[config.mk]
export PLATFORM = sky130hd
export DESIGN_NAME = icon_ret_node
export DESIGN_NICKNAME = d
export VERILOG_FILES = /design/src/rtl/icon_pkg.sv /design/src/rtl/icon_scb_fifo.sv /design/src/rtl/icon_ret_node.sv
export SDC_FILE = /design/constraint.sdc
export NUM_CORES = 1
export LEC_CHECK = 0
export ABC_CLOCK_PERIOD_IN_PS = 7200
export CAP_MARGIN = 40
export CORE_MARGIN = 2
export CORE_UTILIZATION = 55
export DETAILED_ROUTE_END_ITERATION = 12
export HOLD_SLACK_MARGIN = 0.05
export PLACE_DENSITY = 0.94
export SLEW_MARGIN = 20
export SYNTH_ARGS = -nofsm -noshare
export SYNTH_HDL_FRONTEND = slang
export SYNTH_HIERARCHICAL = 1
export SYNTH_SLANG_ARGS = --single-unit
[constraint.sdc]
create_clock -name i_clk -period 7.2 [get_ports i_clk]
set_input_delay 0.72 -clock i_clk [delete_from_list [all_inputs] [get_ports i_clk]]
set_output_delay 0.72 -clock i_clk [all_outputs]
set_load 0.01 [all_outputs]
[src/rtl/icon_pkg.sv]
// Shared types and helpers for the NwNr heap interconnect switch nodes.
package icon_pkg;

  localparam int ICON_RET_DEPTH_DEF = 8;

  typedef logic scb_t;

  // Pointer width for a power-of-two FIFO depth; never narrower than one bit.
  function automatic int icon_ptr_w(input int depth);
    return (depth > 1) ? $clog2(depth) : 1;
  endfunction

endpackage

[src/rtl/icon_scb_fifo.sv]
// In-order FIFO of 1-bit switch-control bits recorded by the forward node.
// A pop frees its slot in the same cycle, so push+pop while full is accepted.
module icon_scb_fifo
  import icon_pkg::*;
#(
  parameter int DEPTH = ICON_RET_DEPTH_DEF
) (
  input  logic                   i_clk,
  input  logic                   i_rst,
  input  logic                   i_push,
  input  scb_t                   i_scb,
  input  logic                   i_pop,
  output scb_t                   o_head,
  output logic                   o_full,
  output logic                   o_empty,
  output logic [$clog2(DEPTH):0] o_count
);

  localparam int PW = icon_ptr_w(DEPTH);
  localparam int CW = $clog2(DEPTH) + 1;

  logic [PW-1:0] head_q;
  logic [PW-1:0] tail_q;
  logic [CW-1:0] count_q;
  scb_t          mem_q [DEPTH];

  logic pop_ok;
  logic push_ok;

  assign o_full  = (count_q == CW'(DEPTH));
  assign o_empty = (count_q == '0);
  assign o_count = count_q;
  assign o_head  = mem_q[head_q];

  assign pop_ok  = i_pop & ~o_empty;
  assign push_ok = i_push & (~o_full | pop_ok);

  // NOTE: sequential state uses non-blocking assignments so every register
  // samples pre-edge values regardless of statement order.
  always_ff @(posedge i_clk or negedge i_rst) begin
    if (!i_rst) begin
      head_q  <= '0;
      tail_q  <= '0;
      count_q <= '0;
    end else begin
      if (pop_ok)  head_q <= head_q + PW'(1);
      if (push_ok) tail_q <= tail_q + PW'(1);
      case ({push_ok, pop_ok})
        2'b10:   count_q <= count_q + CW'(1);
        2'b01:   count_q <= count_q - CW'(1);
        default: count_q <= count_q;
      endcase
    end
  end

  // NOTE: storage is deliberately not reset; count/pointers alone define
  // which slots are valid, and an unreset array maps to plain RAM/flops.
  always_ff @(posedge i_clk) begin
    if (push_ok) mem_q[tail_q] <= i_scb;
  end

endmodule

[src/rtl/icon_ret_node.sv]
// Return-path 2x2 switch node: replays the forward node's swap on responses.
// Optional sticky error flags and assertions are enabled by ICON_RET_ERR_EN.
module icon_ret_node
  import icon_pkg::*;
#(
  parameter int DATA_W   = 1,
  parameter int DEPTH    = ICON_RET_DEPTH_DEF,
  parameter int PIPELINE = 1
) (
  input  logic                   i_clk,
  input  logic                   i_rst,
  input  logic                   i_fwd_valid,
  input  scb_t                   i_fwd_scb,
  input  logic                   i_valid_0,
  input  logic                   i_valid_1,
  input  logic [DATA_W-1:0]      i_data_0,
  input  logic [DATA_W-1:0]      i_data_1,
  output logic                   o_valid_0,
  output logic                   o_valid_1,
  output logic [DATA_W-1:0]      o_data_0,
  output logic [DATA_W-1:0]      o_data_1,
  output logic                   o_full,
  output logic                   o_empty,
  output logic [$clog2(DEPTH):0] o_count,
  output logic                   o_err_ovf,
  output logic                   o_err_udf
);

  logic pop;
  scb_t head;
  logic swap;

  logic              sw_valid_0;
  logic              sw_valid_1;
  logic [DATA_W-1:0] sw_data_0;
  logic [DATA_W-1:0] sw_data_1;

  assign pop = i_valid_0 | i_valid_1;

  icon_scb_fifo #(
    .DEPTH (DEPTH)
  ) u_fifo (
    .i_clk   (i_clk),
    .i_rst   (i_rst),
    .i_push  (i_fwd_valid),
    .i_scb   (i_fwd_scb),
    .i_pop   (pop),
    .o_head  (head),
    .o_full  (o_full),
    .o_empty (o_empty),
    .o_count (o_count)
  );

  // An empty FIFO has no recorded route, so the response passes straight.
  assign swap = pop & ~o_empty & head;

  always_comb begin
    sw_valid_0 = swap ? i_valid_1 : i_valid_0;
    sw_valid_1 = swap ? i_valid_0 : i_valid_1;
    sw_data_0  = swap ? i_data_1  : i_data_0;
    sw_data_1  = swap ? i_data_0  : i_data_1;
  end

  generate
    if (PIPELINE != 0) begin : g_pipe
      always_ff @(posedge i_clk or negedge i_rst) begin
        if (!i_rst) begin
          o_valid_0 <= 1'b0;
          o_valid_1 <= 1'b0;
          o_data_0  <= '0;
          o_data_1  <= '0;
        end else begin
          o_valid_0 <= sw_valid_0;
          o_valid_1 <= sw_valid_1;
          o_data_0  <= sw_data_0;
          o_data_1  <= sw_data_1;
        end
      end
    end else begin : g_comb
      assign o_valid_0 = sw_valid_0;
      assign o_valid_1 = sw_valid_1;
      assign o_data_0  = sw_data_0;
      assign o_data_1  = sw_data_1;
    end
  endgenerate

`ifdef ICON_RET_ERR_EN
  logic ovf_evt;
  logic udf_evt;
  logic err_ovf_q;
  logic err_udf_q;

  // Overflow only when full and no pop is freeing a slot this cycle.
  assign ovf_evt = i_fwd_valid & o_full & ~(pop & ~o_empty);
  assign udf_evt = pop & o_empty;

  always_ff @(posedge i_clk or negedge i_rst) begin
    if (!i_rst) begin
      err_ovf_q <= 1'b0;
      err_udf_q <= 1'b0;
    end else begin
      if (ovf_evt) err_ovf_q <= 1'b1;
      if (udf_evt) err_udf_q <= 1'b1;
    end
  end

  assign o_err_ovf = err_ovf_q;
  assign o_err_udf = err_udf_q;

`ifndef SYNTHESIS
  always_ff @(posedge i_clk) begin
    if (i_rst) begin
      assert (!ovf_evt) else $warning("icon_ret_node: scb overflow, entry dropped");
      assert (!udf_evt) else $warning("icon_ret_node: return with no outstanding scb");
    end
  end
`endif
`else
  assign o_err_ovf = 1'b0;
  assign o_err_udf = 1'b0;
`endif

endmodule

After elaboration in Yosys (flattened, before gate mapping)
Memory sizes are Yosys's and may differ from the RTL's.
Index checks and enable logic that the tools add are counted.
W data, S select, Z words.
- input bits: 8
- memories kept: 1
- logic and storage cells: 31
- register bits after elaboration: 14
- bits in writable memories: 8
- output and inout bits: 12
- memory list (memory ; depth ; bits a word ; read ports ; clocked after Yosys merged registers in ; wr ports ; RTL line ; source):
    u_fifo.mem_q ; 8 ; 1 ; 1 ; 0 ; 1 ; icon_scb_fifo.sv:25 ; scb_t mem_q [DEPTH];
- add/sub/neg operators: 4
- mux-type cells: 7
- bitwise operators: 7
- equal/unequal tests: 3
- reduce and logical (&&, ||, !) cells: 2
- operators with widths (kind ; number):
    $pmux W4 S2 ; 1
    $add A3 B1 Y3 const B ; 2
    $mux W1 ; 6
    $add A4 B1 Y4 const B ; 1
    $eq A4 B4 Y1 const B ; 1
    $logic_not A4 Y1 ; 1
    $sub A4 B1 Y4 const B ; 1
    $and A1 B1 Y1 ; 3
    $eq A2 B1 Y1 const B ; 1
    $eq A2 B2 Y1 const B ; 1
    $not A1 Y1 ; 2
    $or A1 B1 Y1 ; 2
    $reduce_bool A2 Y1 ; 1

Logic depth before layout (Yosys ltp)
Gate-level depths: netlist (run 1).
- depth in word-level cells: 7
- gate-level depth with buffers: 10
- mapped depth without buffers: 9

Hierarchy
The synthesis (run 1) kept the hierarchy.
- by module, submodules not included (module ; times used ; sequential area each (um^2) ; area an instance (um^2) ; cells each):
    icon_scb_fifo ; 1 ; 490.5 ; 979.7 ; 80
    icon_ret_node ; 1 ; 100.1 ; 200.2 ; 14

Worst setup path after synthesis (run 1)
OpenSTA, ideal clock, no wires.
- kind: register -> register
- from: register u_fifo.count_q[1], in the netlist u_fifo/o_count[1]
- to: register u_fifo.count_q[3], in the netlist u_fifo/o_count[3]
- cell stages (with the launch flop): 11
- buffers on the path: 1
- period minus slack after synthesis: 2.441 ns
- data arrival time: 2.372 ns
- data required time: 7.131 ns
- slack: 4.759 ns
- library setup time: 0.069 ns
- cell sequence: dfrtp_1 -> or3_1 -> buf_6 -> o21ai_2 -> or2_2 -> inv_1 -> ha_1 -> or2_2 -> nand3_1 -> mux2_2 -> nand3b_1
- cells in the longest elaborated chain, start to end: 7
- elaborated cells between the ends (all ways): 13
- classes of those cells: add/sub (2); eq/ne (3); mux (1); bitwise (5); reduce/logical (2)
- ends and longest elaborated chain (element ; RTL line ; source):
    from (decl) ; icon_scb_fifo.sv:24 ; logic [CW-1:0] count_q;
    from (signal assigned) ; icon_scb_fifo.sv:49 ; 2'b10: count_q <= count_q + CW'(1);
    from (signal assigned) ; icon_scb_fifo.sv:50 ; 2'b01: count_q <= count_q - CW'(1);
    from (signal assigned) ; icon_scb_fifo.sv:51 ; default: count_q <= count_q;
    $logic_not A4 Y1 ; icon_scb_fifo.sv:31 ; assign o_empty = (count_q == '0);
    $not A1 Y1 ; icon_scb_fifo.sv:35 ; assign pop_ok = i_pop & ~o_empty;
    $and A1 B1 Y1 ; icon_scb_fifo.sv:35 ;
    $or A1 B1 Y1 ; icon_scb_fifo.sv:36 ; assign push_ok = i_push & (~o_full | pop_ok);
    $and A1 B1 Y1 ; icon_scb_fifo.sv:36 ;
    $eq A2 B1 Y1 or $eq A2 B2 Y1 (tied branches) ; icon_scb_fifo.sv:48 ; case ({push_ok, pop_ok})
    $pmux W4 S2 or $reduce_bool A2 Y1 (tied branches) ; -- ;
Parallel ways exist; a longest one is shown, timed or not.
A chain may end at the register's enable or synchronous reset.

Worst setup path after layout (run 1)
- from: register u_fifo.count_q[1], in the netlist u_fifo/o_count[1]
- to: output o_empty
- cells in the longest elaborated chain, start to end: 1
- ends and longest elaborated chain (element ; RTL line ; source):
    $logic_not A4 Y1 ; icon_scb_fifo.sv:31 ;
    to (decl) ; icon_ret_node.sv:23 ; output logic o_empty,
Every way passes these cells.

==> results of run 1 <==
==> through the flow <==
stage,hold WS [ns],setup WS [ns],instances,power [W]
2_1_floorplan,0.424,4.76,95,0.000419
3_3_place_gp,0.469,4.23,135,0.000491
3_5_place_dp,0.482,4.09,135,0.000511
4_1_cts,0.498,4.36,139,0.000566
5_1_grt,0.506,4.28,139,0.000602
6_report,0.490,4.35,139,0.000562
==> kinds of logic (layout without fill, tap and decap cells) <==
family                     after synthesis  in the layout  synth area share [%]
xor gates and xnor gates                 7              7                  5.20
muxes                                   12             12                  13.5
and+or+nand+nor                         31             31                  14.6
buffers and inverters                    9             26                  4.24
AOI/OAI and AO/OA                        7              7                  6.15
adders and majority gates                5              5                  5.94
other                                    1              2                 0.318
DFF                                     22             22                  50.1
==> flip-flops by register name, indices dropped and copies added, names as in the netlist <==
name and count:
o_data_0 1, o_data_1 1, o_valid_0 1, o_valid_1 1, u_fifo/head_q 3, u_fifo/mem_q 8
u_fifo/o_count 4, u_fifo/tail_q 3
==> path summary, 6_finish.rpt <==
path / depth (start not counted) / from / endpoint
max in group asynchronous: 1 / i_rst / o_valid_0
max reg2reg: 9 / u_fifo/o_count[1] / u_fifo/o_count[3]
min in group asynchronous: 1 / i_rst / u_fifo/tail_q[2]
max: 3 / u_fifo/o_count[1] / o_empty
min: 1 / u_fifo/head_q[2] / u_fifo/head_q[2]
min reg2reg: 1 / u_fifo/head_q[2] / u_fifo/head_q[2]
==> per-layer routing <==
metal	wire length, um	GRT usage, %	part of all wire [%]	up-vias
li1	-	-	-	361
met1	863	22.7	42	378
met2	1090	33.8	53	24
met3	87	3.27	4.2	4
met4	33	8.11	1.6	0
met5	0	0	0	-
==> power groups by stage <==
stage / sequential (W) / combinational, W / clock (W)
finish: 0.000224 / 0.000280 / 0.0000576
global placement: 0.000224 / 0.000268 / 0
CTS: 0.000225 / 0.000283 / 0.0000581
floorplan: 0.000228 / 0.000191 / 0
global route: 0.000231 / 0.000307 / 0.0000630
detailed placement: 0.000228 / 0.000283 / 0
==> area by class of cell <==
type / instances / area share [%]
Sequential cell: 22 / 42.7
Multi-Input combinational cell: 64 / 39.3
Timing Repair Buffer: 17 / 12.3
Tap cell: 27 / 2.44
Clock buffer: 3 / 1.63
Inverter: 5 / 1.36
Clock inverter: 1 / 0.271
==> worst max-delay path, delay by kind of cell (launching register included) <==
family	cells	cell delay [ns]
AND/OR/NAND/NOR	2	0.81
buffers and inverters	1	0.58
flip-flops	1	0.43
==> synth_stat cells, drive strengths merged (2+ instances only) <==
cell | n | share of area (%)
mux4 | 2 | 3.8
xor2 | 2 | 1.5
mux2i | 2 | 1.7
or2 | 3 | 1.8
inv | 5 | 1.6
xnor2 | 5 | 3.7
nor2 | 6 | 1.9
nand3 | 2 | 0.85
dfrtp | 14 | 30
or3 | 2 | 1.1
o21ai | 2 | 1.5
edfxtp | 8 | 20
buf | 4 | 2.7
nor3 | 4 | 1.7
mux2 | 8 | 8.0
ha | 4 | 4.2
nand2 | 7 | 2.2
nand2b | 4 | 2.8
==> flow_metrics.py, run 1 <==
metrics = {
    "status": {
        "outcome": "finished, final reports clean",
    },
    "pwr": {
        "internal_power_w": 0.000356,
        "power_frac_clock_pct": 10.2,
        "power_density_mw_per_mm2": 407,
        "netSwitchingFraction_pct": 36.7,
        "pwr-share-seq_pct": 39.9,
        "vdd.ir_drop.worst_mv": 0.279,
        "switchingPower_w": 0.000206,
        "power_frac_comb_pct": 49.9,
        "leakagePower_nw": 0.560,
    },
    "worst_setup_path": {
        "cp_data_arrival_time_ns": 2.13,
        "cp_slowest_stage_delay_ns": 0.58,
        "worstPathRequired_ns": 6.48,
        "critPathCaptureType": "primary output",
        "crit_chain": "or3_1, nor2_1, clkdlybuf4s50_1",
        "regToRegSetupSlack_ns": 4.45,
        "worst_path_max_delay_cell": "or3_1",
        "cp_max_fo": 9,
        "worstSetupPathType": "flop to primary output",
        "start_kind": "flop",
    },
    "clocking": {
        "htree_levels": 1,
        "cts_tree": "yes",
        "path_clk_slew_ns": 0.12,
        "clockBufferDepth": 2,
        "clk_latency_ns": 0.31,
        "cts-buffers-inserted": 3,
        "cts-hold-fix-buffers": 0,
        "cts_resized": 0,
        "cts.sink_count": 22,
        "cts_root_buffer": "clkbuf_4",
        "cts_setup_buffers": 0,
    },
    "floorplan": {
        "core_area_mm2": 0.00200,
        "initial_core_util_pct": 58.9,
        "die_area_mm2": 0.00253,
        "num_rows": 16,
        "pin_count": 20,
        "die_height_um": 50.3,
        "fp.dieW_um": 50.3,
    },
    "placement": {
        "place.port_buffers": 17,
        "placed_cell_area_mm2": 0.00136,
        "hpwl_mm": 1.61,
        "gp_congestion": 0.796,
    },
    "finish": {
        "final_cell_mix": "clkdlybuf4s50_1, dfrtp_1, edfxtp_1, nand2_1, nor2_1",
        "seq_area_um2": 591,
        "nets": 126,
        "multi_input_area_um2": 543,
        "fin_util_pct": 69.1,
        "finalInstanceArea_mm2": 0.00138,
        "areaGrowthSynthToFinish_pct": 17.2,
        "insertedDiodeCount": 0,
        "drive_above_1_share_pct": 17.9,
        "fill_cells": 144,
        "layout_commonest_cell": "clkdlybuf4s50_1",
    },
    "sta": {
        "fmax_mhz": 351,
        "period_share_pct": 39.5,
        "maxSlewViolCount": 0,
        "hold_violations": 0,
        "min_period_ns": 2.85,
        "skew_ns": 0.00603,
        "setup_viol": 0,
        "tightest_slew_ns": 0.675,
        "rsz0062_at_grt": "no",
        "slew-limit-headroom_pct": 54.9,
        "finalSetupTns_ns": 0,
    },
    "global_routing": {
        "grt_first_pass_wirelength_mm": 3.48,
        "grt-ovfl-total": 0,
        "grtUsageTotal_pct": 19.0,
        "first_global_vias": 761,
        "antenna_found_initial": 0,
        "grt_max_degree": 15,
    },
    "routing": {
        "first_pass_iters": 4,
        "avgViaCountPerCell": 5.52,
        "wirelength_mm": 2.08,
        "ant_nets": 0,
        "vias": 767,
        "wl_per_cell_um": 14.9,
        "drt_iter0_drc": 17,
        "route.detailed.drc": 0,
    },
    "logic_synthesis": {
        "synth_area_mm2": 0.00118,
        "synth-seq-cells": 22,
        "ys_async_sr_fraction_pct": 63.6,
        "synth_flop_cell": "dfrtp_1",
        "ys_warn_count": 6,
        "ys_seq_area_share_pct": 50.1,
        "synth-edff-count": 8,
        "syn_inst": 94,
        "avgSynthCellArea_um2": 12.6,
        "synth_cell_types": 34,
    },
    "flow_run": {
        "maxCapViolations": 0,
    },
    "worst_hold_path": {
        "hp-class": "flop to flop",
    },
}
Note: power is estimated with default switching activity, not from simulation.
==> inputs of run 2 (changes only) <==
ABC_CLOCK_PERIOD_IN_PS = 2400   (was 7200)
CORE_UTILIZATION = 46   (was 55)
PLACE_DENSITY = 0.85   (was 0.94)
clock period = 2.4 ns   (was 7.2 ns; I/O delays follow)
==> flow_metrics.py, run 2 (synthesis gave the netlist of run 1 again) <==
metrics = {
    "finish": {
        "multi_input_area_um2": 569,
        "largest_reg_flops": 8,
        "drive_above_1_share_pct": 24.6,
        "fill_cells": 186,
        "nets": 132,
        "top_register": "u_fifo/mem_q",
        "final-instance-count-excl-fill": 148,
        "areaGrowthSynthToFinish_pct": 23.5,
        "layout_commonest_cell": "clkdlybuf4s50_1",
        "final_cell_mix": "clkdlybuf4s50_1, dfrtp_1, edfxtp_1, nand2_1",
        "seq_area_um2": 591,
        "insertedDiodeCount": 0,
    },
    "sta": {
        "hold_violations": 0,
        "finalSetupTns_ns": 0,
        "period_share_pct": 95.3,
        "setup_viol": 0,
        "slew-limit-headroom_pct": 58.5,
        "timing.hold.ws_ns": 0.316,
        "min_period_ns": 2.29,
        "fmax_mhz": 437,
        "maxSlewViolCount": 0,
        "skew_ns": 0.00201,
        "rsz0062_at_grt": "no",
        "tightest_slew_ns": 0.620,
    },
    "worst_setup_path": {
        "reg2reg_to": "u_fifo/o_count[3]",
        "cp_max_fo": 4,
        "cp_slowest_stage_delay_ns": 0.42,
        "endpoint": "u_fifo/o_count[3]",
        "start_kind": "flop",
        "crit_chain": "or3_4, o21ai_4, or2_4, inv_1, ha_1, a211o_1, nand3_2, mux2_2, nand3b_1",
        "worst_path_max_delay_cell": "or3_4",
        "startpoint": "u_fifo/o_count[2]",
        "reg2regPathDepth": 9,
        "worstSetupPathType": "flop to flop",
        "cp_data_arrival_time_ns": 2.53,
        "regToRegSetupSlack_ns": 0.11,
        "r2r_start": "u_fifo/o_count[2]",
        "worstPathRequired_ns": 2.64,
        "critPathCaptureType": "flop",
    },
    "clocking": {
        "cts_root_buffer": "clkbuf_4",
        "cts.sink_count": 22,
        "cts_setup_buffers": 0,
        "cts-buffers-inserted": 3,
        "clk_latency_ns": 0.30,
        "path_clk_slew_ns": 0.12,
        "htree_levels": 1,
        "cts_tree": "yes",
        "clockBufferDepth": 2,
    },
    "routing": {
        "first_pass_iters": 4,
        "route.detailed.drc": 0,
        "ant_nets": 0,
        "wl_met3_um": 104,
        "drt_iter0_drc": 19,
        "vias": 783,
        "avgViaCountPerCell": 5.29,
        "wl_per_cell_um": 13.2,
        "wl_met1_um": 849,
        "wl_met2_um": 991,
        "wirelength_mm": 1.95,
        "topRoutingLayerUsed": "met4",
    },
    "floorplan": {
        "die_height_um": 54.6,
        "num_rows": 18,
        "pin_count": 20,
        "core_area_mm2": 0.00245,
        "die_area_mm2": 0.00299,
        "initial_core_util_pct": 48.1,
        "fp.dieW_um": 54.6,
    },
    "global_routing": {
        "grtUsageTotal_pct": 15.1,
        "grt_first_pass_wirelength_mm": 3.16,
        "grt_max_degree": 15,
        "first_global_vias": 723,
        "grt-ovfl-total": 0,
        "antenna_found_initial": 0,
    },
    "worst_hold_path": {
        "hp-class": "primary input to async pin",
    },
    "flow_run": {
        "maxCapViolations": 0,
    },
    "placement": {
        "dp_cells": 144,
        "place.port_buffers": 17,
        "gp_congestion": 0.799,
        "hpwl_mm": 1.57,
    },
    "pwr": {
        "leakagePower_nw": 0.593,
        "vdd.ir_drop.worst_mv": 0.820,
        "power_density_mw_per_mm2": 1210,
    },
    "status": {
        "outcome": "finished, final reports clean",
    },
}
run 2: changes by cell type in the layout (fill, tap and decap cells not counted), sizes merged:
cell,change
buf,+6
run 2: layout make-up:
type / instances / share of cell area (%)
sequential: 22 / 40.5
multi-input combinational: 64 / 39.1
timing repair buffer: 23 / 14.8
tap: 30 / 2.58
clock buffer: 3 / 1.55
inverter: 5 / 1.29
clock inverter: 1 / 0.258
run 2: power by group:
part           internal, W  switching (W)  leakage (nW)
clock network    0.0000605       0.000104        0.0154
registers         0.000531       0.000130         0.237
logic             0.000537       0.000396         0.341
run 2: per-layer routing:
metal  global-route usage [%]  vias up
met5                        0        -
met4                     3.75        0
met3                     3.55        2
met2                     25.4       28
met1                     19.6      384
li1                         -      369
run 2: worst min path at each step:
stage / from / end / slack, ns
6_report: i_rst / o_data_0 / 0.32
5_1_grt: i_rst / o_data_0 / 0.36
4_1_cts: i_rst / o_valid_1 / 0.34
3_5_place_dp: u_fifo/head_q[2] / u_fifo/head_q[2] / 0.47
3_3_place_gp: u_fifo/head_q[2] / u_fifo/head_q[2] / 0.47
2_1_floorplan: i_rst / o_data_0 / -0.06
run 2: critical path: cells and delay by family (launching register included):
kind                       cells  cell delay [ns]
buffers and inverters          1             0.05
DFF                            1             0.40
adders and majority gates      1             0.26
AOI/OAI and AO/OA              2             0.47
muxes                          1             0.32
and+or+nand+nor                4             0.73
run 2: stage by stage:
stage               cell area (um^2)  total power, W  utilization [%]  setup slack (ns)
detailed placement              1420         0.00160             58.0            0.0561
global placement                1420         0.00155             58.0             0.103
finish                          1460         0.00176             59.4             0.113
CTS                             1450         0.00177             59.0            0.0389
floorplan                       1200         0.00128                -            0.0197
global route                    1460         0.00190             59.4            0.0233
run 2: what timing repair did:
item                                    CTS  global route
endpoints found under the setup margin    0             1
gates resized for setup                   0             2
hold buffers                              0             0
==> inputs of run 3 (changes only) <==
SKIP_LAST_GASP = 1   (was default)
==> results of run 3 <==
No change in the layout: final DEF, timing and power equal those of run 2.
==> variant, RTL diff (config.mk and constraints of run 2) <==
Set the package constant `ICON_RET_DEPTH_DEF` to 4 (it was 8).
--- a/src/rtl/icon_pkg.sv
+++ b/src/rtl/icon_pkg.sv
@@ -1,7 +1,7 @@
 // Shared types and helpers for the NwNr heap interconnect switch nodes.
 package icon_pkg;
 
-  localparam int ICON_RET_DEPTH_DEF = 8;
+  localparam int ICON_RET_DEPTH_DEF = 4;
 
   typedef logic scb_t;
 
Ports: changed (resized o_count); port bits go from 20 to 19. The function was not compared with the original's and may differ.
==> variant against run 2 <==
Synthesized area shrank 29%. Clock power fell by 5%. Setup slack better by 0.18 ns. Count of clock-buffer cells in the layout is the same. Total power fell by 29%. Sequential cell count fell by 7. Final area decreased by 27%. Combinational power decreased by 34%. Via count shrank 31%. Non-clock buffer count shrank 4. Wire length is 24% lower. Largest power group unchanged.
==> variant: results <==
synthesis:
  seq_area_frac_synth_pct: 47.0
  synth_edf_count: 4
  async_reset_ff_share_pct: 73.3
  synth_xor_area_share_pct: 6.25
  synthAdderAreaFrac_pct: 8.33
  synthTopCellsByArea: "dfrtp_1 33%, edfxtp_1 14%, ha_1 6.0%"
  syn_area_per_cell_um2: 12.9
timing:
  setup_slack_ns: 0.289
  holdWs_ns: 0.282
  slew_headroom_pct: 65.1
  fin_worst_skew_ns: 0.00272
layout:
  drive_gt1_share_pct: 19.8
  nets: 100
  fin_cells: 111
detailed_routing:
  num_vias: 538
  drtIter0Drc: 9
  wirelength_um: 1480
global_routing:
  grt.total_usage_pct: 15.6
  grt_pass1_wl_um: 2240
  grt_pass1_vias: 521
setup_path:
  critPathTopFamily: "buffers and inverters"
  r2r.worst_path.cells: 6
  cp_slowest_cell: "clkdlybuf4s50_1"
  cp_slowest_stage_delay_ns: 0.63
  arrival_ns: 1.87
  critPathMaxFanout: 7
  rrSetupSlack_ns: 0.38
  crit_path_end: "o_empty"
power_and_ir_drop:
  p_sw_share_pct: 37.4
  p_seq_uw: 474
  pg_comb_uw: 614
status:
  outcome: "finished, final reports clean"
placement:
  port_buffers: 16
  gp_congestion: 0.776
  postPlaceCellArea_um2: 1040
  hpwl_um: 1110
  dp_cells: 107
clock_network:
  path_clk_slew_ns: 0.10
## variant: cell count changes after synthesis, moves of 3 or more
cell and change:
xnor2_1 -3, nor3_1 -3, nand2_1 -6, dfrtp_1 -3, mux2_2 -3, nor2_1 -6
and2_1 +4, edfxtp_1 -4
## variant: worst reg2reg max path, stage by stage (launching register included)
cell and delay, ns:
dfrtp_1 0.51, o31a_1 0.20, or2b_1 0.25, fa_1 0.39
nand2b_1 0.17, o32ai_2 0.24, xor2_1 0.19
## variant: layout make-up
cell class / instances / area (µm²)
clock inverter: 1 / 7.51
sequential: 15 / 395
clock buffer: 3 / 22.5
tap: 25 / 31.3
inverter: 5 / 18.8
multi-input combinational: 43 / 410
fill: 152 / 658
timing repair buffer: 19 / 183
## variant: layer usage
layer	GRT usage, %	part of all wire (%)
met1	19.3	45
met2	25.3	50
met3	1.54	3.9
met4	11.7	1.4
met5	0	0
